===== src/rtl/rf_writeback.sv =====
// Write-back merge: ALU results (priority) and queued load responses onto the RF write port, registered (1 cycle).
// Loads are back-pressured by ld_rsp_ready when the queue is full; optional RF_WB_FWD_EN adds an in-flight bypass.
module rf_writeback #(
  parameter int XLEN      = 32,
  parameter int LDQ_DEPTH = 2
) (
  input  logic            clk,
  input  logic            reset,
  input  logic            alu_valid,
  input  logic [4:0]      alu_rd,
  input  logic [XLEN-1:0] alu_data,
  input  logic            ld_issue_valid,
  input  logic [4:0]      ld_issue_rd,
  input  logic            ld_rsp_valid,
  output logic            ld_rsp_ready,
  input  logic [4:0]      ld_rsp_rd,
  input  logic [XLEN-1:0] ld_rsp_data,
  input  logic [4:0]      rs1_addr,
  input  logic [4:0]      rs2_addr,
  output logic            rs1_busy,
  output logic            rs2_busy,
`ifdef RF_WB_FWD_EN
  output logic            rs1_fwd_hit,
  output logic            rs2_fwd_hit,
  output logic [XLEN-1:0] rs1_fwd_data,
  output logic [XLEN-1:0] rs2_fwd_data,
`endif
  output logic [4:0]      rd_addr,
  output logic [XLEN-1:0] rd_wdata
);

  localparam int PW = (LDQ_DEPTH > 1) ? $clog2(LDQ_DEPTH) : 1;
  localparam logic [PW:0] DEPTH_C = (PW+1)'(LDQ_DEPTH);

  logic [4:0]      q_rd   [LDQ_DEPTH];
  logic [XLEN-1:0] q_data [LDQ_DEPTH];
  logic [PW-1:0]   wptr;
  logic [PW-1:0]   rptr;
  logic [PW:0]     count;
  logic [31:0]     pending;
  logic [31:0]     pending_nxt;
  logic            alu_sel;
  logic            push;
  logic            pop;
  logic [4:0]      head_rd;
  logic [XLEN-1:0] head_data;

  // Ready looks only at the registered count: a same-cycle pop does not free a slot.
  assign ld_rsp_ready = (count < DEPTH_C);
  assign push         = ld_rsp_valid && ld_rsp_ready;
  assign alu_sel      = alu_valid && (alu_rd != 5'd0);
  assign pop          = !alu_sel && (count != '0);
  assign head_rd      = q_rd[rptr];
  assign head_data    = q_data[rptr];

  always_ff @(posedge clk) begin
    if (push) begin
      q_rd[wptr]   <= ld_rsp_rd;
      q_data[wptr] <= ld_rsp_data;
    end
  end

  // Issue of a new load to the same rd overrides the clear from popping an older one.
  always_comb begin
    pending_nxt = pending;
    if (pop && (head_rd != 5'd0))
      pending_nxt[head_rd] = 1'b0;
    if (ld_issue_valid && (ld_issue_rd != 5'd0))
      pending_nxt[ld_issue_rd] = 1'b1;
  end

  always_ff @(posedge clk or posedge reset) begin
    if (reset) begin
      wptr     <= '0;
      rptr     <= '0;
      count    <= '0;
      pending  <= '0;
      rd_addr  <= 5'd0;
      rd_wdata <= '0;
    end else begin
      if (push)
        wptr <= wptr + PW'(1);
      if (pop)
        rptr <= rptr + PW'(1);
      if (push && !pop)
        count <= count + (PW+1)'(1);
      else if (!push && pop)
        count <= count - (PW+1)'(1);
      pending <= pending_nxt;
      if (alu_sel) begin
        rd_addr  <= alu_rd;
        rd_wdata <= alu_data;
      end else if (pop) begin
        rd_addr  <= head_rd;
        rd_wdata <= head_data;
      end else begin
        rd_addr  <= 5'd0;
      end
    end
  end

`ifdef RF_WB_FWD_EN
  assign rs1_busy     = (rs1_addr != 5'd0) && pending[rs1_addr];
  assign rs2_busy     = (rs2_addr != 5'd0) && pending[rs2_addr];
  assign rs1_fwd_hit  = (rs1_addr != 5'd0) && (rd_addr == rs1_addr);
  assign rs2_fwd_hit  = (rs2_addr != 5'd0) && (rd_addr == rs2_addr);
  assign rs1_fwd_data = rd_wdata;
  assign rs2_fwd_data = rd_wdata;
`else
  // Without a bypass the register being written this cycle is not readable until next cycle.
  assign rs1_busy = (rs1_addr != 5'd0) && (pending[rs1_addr] || (rd_addr == rs1_addr));
  assign rs2_busy = (rs2_addr != 5'd0) && (pending[rs2_addr] || (rd_addr == rs2_addr));
`endif

endmodule


===== config.mk =====
export PLATFORM = sky130hd
export DESIGN_NAME = rf_writeback
export DESIGN_NICKNAME = d
export VERILOG_FILES = /design/src/rtl/rf_writeback.sv
export SDC_FILE = /design/constraint.sdc
export NUM_CORES = 1
export LEC_CHECK = 0
export CORE_MARGIN = 2
export CORE_UTILIZATION = 55
export CTS_CLUSTER_SIZE = 20
export DETAILED_ROUTE_END_ITERATION = 7
export PLACE_DENSITY = 0.87
export SKIP_CTS_REPAIR_TIMING = 1
export SLEW_MARGIN = 20
export SYNTH_ARGS = -nofsm -noshare
export SYNTH_HDL_FRONTEND = slang
export SYNTH_SLANG_ARGS = --single-unit

===== constraint.sdc =====
create_clock -name clk -period 6.4 [get_ports clk]
set_input_delay 0.64 -clock clk [delete_from_list [all_inputs] [get_ports clk]]
set_output_delay 0.64 -clock clk [all_outputs]
set_load 0.005 [all_outputs]

Yosys cells after proc, flatten, opt, wreduce, memory -nomap -nowiden
Memories as Yosys holds them, arrays and structs flattened.
Cells that the tools add are included.
- flip-flop bits (word level): 73
- memory bits (writable): 74
- word-level logic and storage cells: 66
- memories: 2
- memory list (name ; words ; width ; rd ports ; clocked after Yosys merged registers in ; wr ports ; line ; text):
    q_data ; 2 ; 32 ; 1 ; 0 ; 1 ; 36 ; logic [XLEN-1:0] q_data [LDQ_DEPTH];
    q_rd ; 2 ; 5 ; 1 ; 0 ; 1 ; 35 ; logic [4:0] q_rd [LDQ_DEPTH];
- add/sub/neg operators: 4
- magnitude comparators: 7
- eq/ne operators: 2
- mux-type cells: 18
- bitwise logic cells: 3
- reduce and logical (&&, ||, !) cells: 24
- operators with widths (operator ; count):
    2-to-1 mux 32 bit ; 4
    bitwise AND 32 bit ; 1
    NOT 32 bit ; 1
    OR 32 bit ; 1
    nonzero test 5 bit ; 5
    < comparator 5 x 6 -> 1 bit, second input constant ; 4
    logical AND 1 bit ; 11
    binary-select mux 1 bit (select 5 bit) ; 2
    demux 1 bit (select 5 bit) ; 2
    equality test 5 bit ; 2
    greater-or-equal comparator 5 x 1 -> 1 bit, second input constant ; 2
    2-to-1 mux 5 bit ; 2
    2-to-1 mux 1 bit ; 6
    nonzero test 2 bit ; 3
    2-to-1 mux 2 bit ; 2
    zero test 1 bit ; 3
    adder 1 bit, second input constant ; 2
    adder 2 x 1 -> 2 bit, second input constant ; 1
    logical OR 1 bit ; 2
    < comparator 2 bit, second input constant ; 1
    subtractor 2 x 1 -> 2 bit, second input constant ; 1

Depth between registers and ports, before layout
Gate-level depths: netlist (run 1).
An unclocked memory read counts as a cell.
- word-level depth: 10
- gate-level depth with buffers: 7
- mapped depth without buffers: 7

Worst setup path before layout (run 1)
OpenSTA, ideal clock, no wires.
- path kind: input-to-reg
- from: in ld_rsp_valid
- to: mem q_data[0][0], enable pin
- arrival: 2.585 ns
- required time: 5.964 ns
- slack: 3.379 ns
- stages: 2
- buffers on the path: 0
- cell sequence: nor2b_1 > nor2b_1
- cells in the longest elaborated chain, start to end: 3
- RTL lines (item ; line ; text):
    start: declaration ; 14 ; input logic ld_rsp_valid,
    logical AND 1 bit ; 50 ; assign push = ld_rsp_valid && ld_rsp_ready;
    2-to-1 mux 1 bit ; 57 ; if (push) begin
    2-to-1 mux 1 bit (not written as such) ; 59 ; q_data[wptr] <= ld_rsp_data;
    end: declaration ; 36 ;
Every way passes these cells.

Final worst setup path (run 1)
- from: in rs2_addr[0]
- to: out rs2_busy
- cells in the longest elaborated chain, start to end: 4
- elaborated cells on any way between the ends: 6
- those cells by class: eq/ne: 1; mux: 2; reduce/logical: 3
- RTL lines (item ; line ; text):
    start: declaration ; 19 ; input logic [4:0] rs2_addr,
    binary-select mux 1 bit (select 5 bit) ; 112 ; assign rs2_busy = (rs2_addr != 5'd0) && (pending[rs2_addr] || (rd_addr == rs2_addr));
    2-to-1 mux 1 bit (not written as such) ; 112 ;
    logical OR 1 bit ; 112 ;
    logical AND 1 bit (*) ; 112 ;
    end: declaration ; 21 ; output logic rs2_busy,
Every way passes the cells marked *; elsewhere a longest branch is shown, timed or not. The select of a mux whose other input is x is not followed.

==> metrics, run 1 <==
worst reg2reg path endpoint=pending[3]; Final period util=61.43%; Finished Layout Cells=813; Max-cap violations=0; Min-Delay Endpoint=pending[0]; CP top delay family=buffers and inverters; Skew-Pair Late Insertion Delay=0.43 ns; register area share after synthesis=62.52%; total track usage=25.99%; DR pass1 iterations=4; synthesized netlist cell count=526; clk slew on worst S/H paths=0.06 ns; worst hold stages=0; EDFF count, synth=74; status=complete, no violations; # port buffers=133; worst-case clock buffer depth=2; type of element launching the critical path=input port; Die Ht=112.5 µm; layout cells sized above 1=10.16%; slew margin rel.=36.59%; most used cell, CP=clkdlybuf4s50_1; Post-Route WL=15830 µm; commonest non-fill, non-tap cell in the layout=clkdlybuf4s50_1; Fillers=717; switching share of power=31.62%; clock sink count=147; Clk network pwr share=28.2%; critical path buffer and inverter count=2; flop2flop setup slack=3.99 ns; CTS Root Cell=clkbuf_16; Flop pwr share=40.9%; Comb power frac=30.9%; Reg2Reg Depth=6; Max Fanout on Critical Path=10; gpl congestion=1.011; Antenna Nets Post-Route=0; largest net degree at the start of global routing=74; antenna violations before repair=2; Yosys Warn Count=0; Die Wd=112.5 µm; die area=12660 µm²; Slew Limit Fails=0; drt wl/cell=19.47 µm; htree depth=4; max incr delay on CP=0.81 ns; Pleak=3.262 nW; num ports=134; nets=751; final worst slack=2.468 ns; CP max stage cell=clkdlybuf4s50_1; RSZ-0062 raised after global routing=no; aggregate global routing overflow=0; Critical Path RT=5.76 ns; cell count after placement=779; Crit. End Element=primary output; Power Dens Cells=422.7 nW/µm²; DR vias=4837; critical-path cell list=clkdlybuf4s50_1 -> mux4_2 -> mux2_2 -> a2111oi_0 -> a211oi_1 -> clkdlybuf4s50_1; Critical R2R Launch=rptr; vias in the first global route=4987; Net Switching=0.001143 W; routed vias/inst=5.950; Synth cell types=38; setup TNS=0 ns; TritonCTS clock tree=done; Final Power=0.003614 W; initial core utilization=56.48%; CP arrival=3.29 ns; # DRC=0; ys flop type=edfxtp_1; worst slack, placed=2.483 ns; Syn Area/Cell=12.31 µm²; P_int=0.002472 W; num rows=39; Peak VDD IR=0.0004412 V; Net Count, Synth=621; final hold viol count=0; Final setup viols=0; Post-DP HPWL=10520 µm; Syn-to-layout area delta=32.03%; worst slew pin tran=0.9511 ns; FF+latch count, synth=147; multi-input logic area=2316 µm²; fmax=0.2544 GHz; async set-reset flop share out of synthesis=49.66%; core box area=11470 µm²; hold crit path type=flip-flop to flip-flop; leading cell types in the layout, fill and taps excluded=clkdlybuf4s50_1, o21ai_0, edfxtp_1; Post-Syn Area=6476 µm²; Crit Path Class=input port to primary output; beginning of the worst hold path=pending[0]; sequential standard cell area=4050 µm²; first-pass GRT wire length=25120 µm; minimum clock period=3.932 ns; CTS buffer count=17; Worst Clk Skew=0.008020 ns; DRT iter0 DRCs=350
[cell families (layout without fill, tap and decap cells)]
logic type / Yosys count / after routing / share of synthesized area, %
multiplexers: 60 / 60 / 12.65
buffers and inverters: 31 / 174 / 2.086
other: 0 / 1 / 0
AO/OA/AOI/OAI: 142 / 142 / 11.53
XOR/XNOR: 15 / 15 / 2.029
AND/OR/NAND/NOR: 130 / 130 / 8.984
adder cells (fa/ha/maj): 1 / 1 / 0.1932
flip-flops: 147 / 147 / 62.52
[cells in the mapped netlist, types with 7 or more instances]
cell type / count / area [µm²]
clkbuf_1: 15 / 56.30
buf_2: 9 / 45.04
nor2_1: 44 / 165.2
mux2i_1: 38 / 380.4
xnor2_1: 7 / 61.31
mux4_2: 17 / 382.9
edfxtp_1: 74 / 2222
dfrtp_1: 73 / 1827
a21oi_1: 33 / 165.2
nand2_1: 55 / 206.5
nand3_1: 8 / 40.04
o21ai_0: 85 / 425.4
xor2_1: 8 / 70.07
o21ai_1: 13 / 65.06
[through the flow]
step / utilization (%) / hold WS, ns / area [µm²]
global placement: 68.99 / 0.3860 / 7911
detailed placement: 68.99 / 0.3934 / 7911
CTS: 74.32 / 0.4085 / 8522
global route: 74.54 / 0.4180 / 8548
finish: 74.57 / 0.4150 / 8551
floorplan: - / 0.4413 / 6476
[worst max-delay path by stage]
stage                       from  cells after the start            to
CTS                  rs2_addr[0]                      6      rs2_busy
detailed placement   rs2_addr[0]                      6      rs2_busy
global route         rs2_addr[0]                      6      rs2_busy
finish               rs2_addr[0]                      6      rs2_busy
global placement     rs2_addr[0]                      6      rs2_busy
floorplan           ld_rsp_valid                      2  q_data[0][0]
[per-layer routing]
layer / vias to the layer above / routed length, µm / track usage [%]
met5: - / 0 / 0
met4: 0 / 326 / 10.41
met3: 35 / 1539 / 8.801
met2: 243 / 8030 / 42.93
met1: 2363 / 5930 / 31.75
li1: 2196 / - / -
[area by class of cell]
type | count | share of cell area (%)
inverter | 5 | 0.2195
antenna | 1 | 0.02927
tap | 143 | 2.092
timing repair buffer | 137 | 16.07
clock inverter | 11 | 1.756
multi-input combinational | 348 | 27.09
sequential | 147 | 47.37
clock buffer | 21 | 5.385
[sequential cells by signal (all words and copies together), names as in the netlist]
register	cells
q_data	64
pending	32
rd_wdata	32
q_rd	10
rd_addr	5
count	2
rptr	1
wptr	1
[power groups by stage]
stage	sequential [W]	clock (W)	combinational (W)
after floorplan	0.00142	0	0.000690
after global placement	0.00146	0	0.00105
after detailed placement	0.00148	0	0.00110
after CTS	0.00147	0.00102	0.00112
after global routing	0.00150	0.00107	0.00123
final	0.00148	0.00102	0.00112
No activity file was read; power rests on OpenSTA's default activity.
==> inputs of run 2 (changes only) <==
CORE_UTILIZATION = 51   (was 55)
PLACE_DENSITY = 0.82   (was 0.87)
clock period = 3.8 ns   (was 6.4 ns; I/O delays follow)
==> metrics, run 2 (synthesis gave the netlist of run 1 again) <==
status=complete, no violations; max incr delay on CP=0.81 ns; nets=754; Crit Path Class=input port to primary output; Die Wd=116.7 µm; Peak VDD IR=0.0003842 V; CTS Root Cell=clkbuf_16; htree depth=4; commonest non-fill, non-tap cell in the layout=clkdlybuf4s50_1; drt wl/cell=18.77 µm; worst-case clock buffer depth=2; die area=13620 µm²; Slew Limit Fails=0; Power Dens Cells=711.4 nW/µm²; Post-DP HPWL=10750 µm; CP max stage cell=clkdlybuf4s50_1; CP arrival=3.06 ns; Pleak=3.290 nW; fmax=0.2903 GHz; worst slew pin tran=0.9257 ns; # port buffers=133; initial core utilization=51.74%; DR pass1 iterations=5; gpl congestion=0.9001; Skew-Pair Late Insertion Delay=0.42 ns; clock sink count=147; num rows=41; hold crit path type=input port to asynchronous set/reset pin; Ant. Diodes=0; clk slew on worst S/H paths=0.05 ns; Die Ht=116.7 µm; most used cell, CP=clkdlybuf4s50_1; CTS buffer count=17; Syn-to-layout area delta=32.90%; Post-Route WL=15840 µm; DR vias=4776; vias in the first global route=4917; cell count after placement=812; critical-path cell list=clkdlybuf4s50_1 -> mux4_2 -> mux2_2 -> a2111oi_0 -> a211oi_1 -> clkdlybuf4s50_1; Final period util=90.64%; routed vias/inst=5.659; leading cell types in the layout, fill and taps excluded=clkdlybuf4s50_1, o21ai_0, edfxtp_1; final worst slack=0.3555 ns; DRT iter0 DRCs=332; core box area=12520 µm²; num ports=134; setup TNS=0 ns; Max Fanout on Critical Path=10; layout cells sized above 1=10.57%; Final setup viols=0; TritonCTS clock tree=done; total track usage=24.01%; worst slack, placed=0.3416 ns; minimum clock period=3.445 ns; Critical Path RT=3.42 ns; Top Registers=q_data x64, pending x32, rd_wdata x32; aggregate global routing overflow=0; slew margin rel.=38.29%; Antenna Nets Post-Route=0; Worst Clk Skew=0.009616 ns; type of element launching the critical path=input port; Largest Register=q_data; RSZ-0062 raised after global routing=no; Crit. End Element=primary output; final hold viol count=0; antenna violations before repair=2; Max-cap violations=0; Finished Layout Cells=844; largest net degree at the start of global routing=66; # DRC=0; first-pass GRT wire length=24610 µm; Largest register FFs=64
[run 2: cell types whose count changed in the layout (fill, tap and decap cells not counted), sizes merged]
| cell | before | now |
|---|---|---|
| clkbuf | 21 | 17 |
| buf | 4 | 7 |
| clkinvlp | 5 | 2 |
| bufinv | 3 | 4 |
| diode | 1 | 0 |
| inv | 7 | 8 |
| clkinv | 1 | 6 |
[run 2: final timing paths]
path | end | from | slack, ns | cells after the start
max | rs2_busy | rs2_addr[0] | 0.36 | 6
min | rd_wdata[19] | reset | 0.29 | 2
max reg2reg | pending[29] | rptr | 1.46 | 6
min reg2reg | pending[0] | pending[0] | 0.39 | 0
max in group asynchronous | rd_wdata[15] | reset | 2.72 | 3
min in group clk | pending[0] | pending[0] | 0.39 | 0
[run 2: critical path, delay by kind of cell]
family	cells	cell delay [ns]
AOI/OAI and AO/OA	2	0.56
buffers and inverters	2	1.27
muxes	2	0.85
[run 2: metrics by stage]
step | hold slack (ns) | area (µm²) | power [W] | utilization, %
floorplan | 0.4413 | 6476 | 0.003548 | -
global placement | 0.3876 | 7978 | 0.004256 | 63.73
detailed placement | 0.3880 | 7978 | 0.004357 | 63.73
CTS | 0.2802 | 8607 | 0.006143 | 68.76
global route | 0.3239 | 8607 | 0.006449 | 68.76
finish | 0.2876 | 8607 | 0.006123 | 68.76
[run 2: layer usage]
layer / wire (µm) / vias to the layer above / global-route usage, %
met2: 7942 / 224 / 40.27
met4: 190 / 4 / 7.373
met1: 6318 / 2321 / 29.81
li1: - / 2205 / -
met5: 32 / - / 0
met3: 1359 / 22 / 7.940
[run 2: area by class of cell]
cell class | instances | area (µm²)
inverters | 5 | 18.77
clock buffers | 17 | 425.4
fillers | 901 | 3910
well taps | 172 | 215.2
flip-flops and latches | 147 | 4050
multi-input cells | 348 | 2310
clock inverters | 15 | 203.9
repair buffers | 140 | 1384
[run 2: where the power goes]
part | internal [W] | switching, W | total [W]
registers | 0.00216 | 0.000361 | 0.00252
logic | 0.000923 | 0.000917 | 0.00184
clock network | 0.00110 | 0.000656 | 0.00176
total | 0.00419 | 0.00193 | 0.00612
==> inputs of run 3 (changes only) <==
CELL_PAD_IN_SITES_DETAIL_PLACEMENT = 1   (was default)
CELL_PAD_IN_SITES_GLOBAL_PLACEMENT = 1   (was default)
CORE_UTILIZATION = 41   (was 51)
==> metrics, run 3 (synthesis gave the netlist of run 1 again) <==
status=complete, no violations; Final setup viols=0; CP arrival=2.96 ns; Crit Path Class=input port to primary output; type of element launching the critical path=input port; Fillers=1580; nets=754; most used cell, CP=clkdlybuf4s50_1; Critical R2R Launch=rptr; Pleak=3.246 nW; slew margin rel.=34.22%; Ant. Diodes=0; # port buffers=133; Largest Register=q_data; Power Dens Cells=696.6 nW/µm²; TritonCTS clock tree=done; Critical Path RT=3.42 ns; beginning of the worst hold path=pending[0]; setup TNS=0 ns; total track usage=21.94%; Die Wd=129.7 µm; Final period util=87.90%; Worst Clk Skew=0.007201 ns; leading cell types in the layout, fill and taps excluded=clkdlybuf4s50_1, o21ai_0, edfxtp_1; Setup crit end=rs2_busy; DR vias=4763; Final Util=56.10%; Top Registers=q_data x64, pending x32, rd_wdata x32; commonest non-fill, non-tap cell in the layout=clkdlybuf4s50_1; Crit. End Element=primary output; largest net degree at the start of global routing=74; worst slew pin tran=0.9867 ns; Skew-Pair Late Insertion Delay=0.42 ns; die area=16820 µm²; antenna violations before repair=0; aggregate global routing overflow=0; met2 wire length=8956 µm; num rows=45; num ports=134; placed cell area=8026 µm²; final hold viol count=0; Slew Limit Fails=0; worst reg2reg path endpoint=pending[21]; layout cells sized above 1=10.42%; fmax=0.2994 GHz; Antenna Nets Post-Route=0; gpl congestion=0.8568; hold crit path type=flip-flop to flip-flop; drt wl/cell=20.01 µm; Setup crit start=rs2_addr[0]; Max-cap violations=0; flop2flop setup slack=1.39 ns; final instance area=8592 µm²; Syn-to-layout area delta=32.67%; RSZ-0062 raised after global routing=no; Post-DP HPWL=12300 µm; Die Ht=129.7 µm; Post-Route WL=17670 µm; # DRC=0; first-pass GRT wire length=27680 µm; max layer used=met4; DRT iter0 DRCs=265; Reg2Reg Depth=6; Max Fanout on Critical Path=7; htree depth=4; vias in the first global route=5190; DR WL met3=1009 µm; Final Power=0.005985 W; worst-case clock buffer depth=2; CTS Root Cell=clkbuf_16; routed vias/inst=5.394; core box area=15310 µm²; critical-path cell list=clkdlybuf4s50_1 -> mux4_2 -> mux2_2 -> a2111oi_0 -> a211oi_1 -> clkdlybuf4s50_1; Peak VDD IR=0.0003853 V; Largest register FFs=64; minimum clock period=3.340 ns; DR pass1 iterations=4; M1 WL=7363 µm; CP max stage cell=clkdlybuf4s50_1; clk slew on worst S/H paths=0.06 ns; clock sink count=147; max incr delay on CP=0.69 ns; initial core utilization=42.29%; CTS buffer count=17
==> run 3: cell types whose count changed in the layout (fill, tap and decap cells not counted) <==
cell,change
bufinv_16,-3
clkbuf_1,+3
clkbuf_8,+2
clkinv_1,-2
clkinv_4,-3
clkinvlp_4,+4
inv_6,-1
==> run 3: power breakdown <==
part / switching [W] / internal, W
Sequential: 0.000402 / 0.00216
Combinational: 0.000904 / 0.000925
Clock: 0.000653 / 0.000939
Total: 0.00196 / 0.00403
==> run 3: worst min path at each step <==
stage | endpoint | slack (ns) | depth (start not counted)
final | pending[0] | 0.41 | 0
after global routing | pending[0] | 0.42 | 0
after CTS | pending[0] | 0.41 | 0
after detailed placement | pending[0] | 0.39 | 0
after global placement | pending[0] | 0.39 | 0
after floorplan | pending[0] | 0.44 | 1
==> run 3: through the flow <==
step	hold slack [ns]	std cells	setup slack, ns
finish	0.4076	883	0.4600
global route	0.4230	883	0.2986
CTS	0.4062	883	0.4382
detailed placement	0.3907	851	0.4496
global placement	0.3933	851	0.5181
floorplan	0.4413	526	1.039
==> run 3: area by class of cell <==
| type | instances | area (µm²) | area share [%] |
|---|---|---|---|
| clock buffers | 22 | 464.2 | 5.403 |
| clock inverters | 10 | 101.3 | 1.180 |
| inverters | 5 | 18.77 | 0.2184 |
| multi-input cells | 348 | 2310 | 26.88 |
| flip-flops and latches | 147 | 4050 | 47.14 |
| well taps | 211 | 264.0 | 3.073 |
| repair buffers | 140 | 1384 | 16.11 |
==> run 3: worst max-delay path: cells and delay by family <==
family | cells | cell delay [ns]
compound gates | 2 | 0.57
mux | 2 | 0.84
buf+inv | 2 | 1.16
==> run 3: per-layer routing <==
metal  up-vias  GRT usage, %
met5         -             0
li1       2190             -
met2       147         37.05
met1      2400         27.19
met4         0         8.286
met3        26         5.780
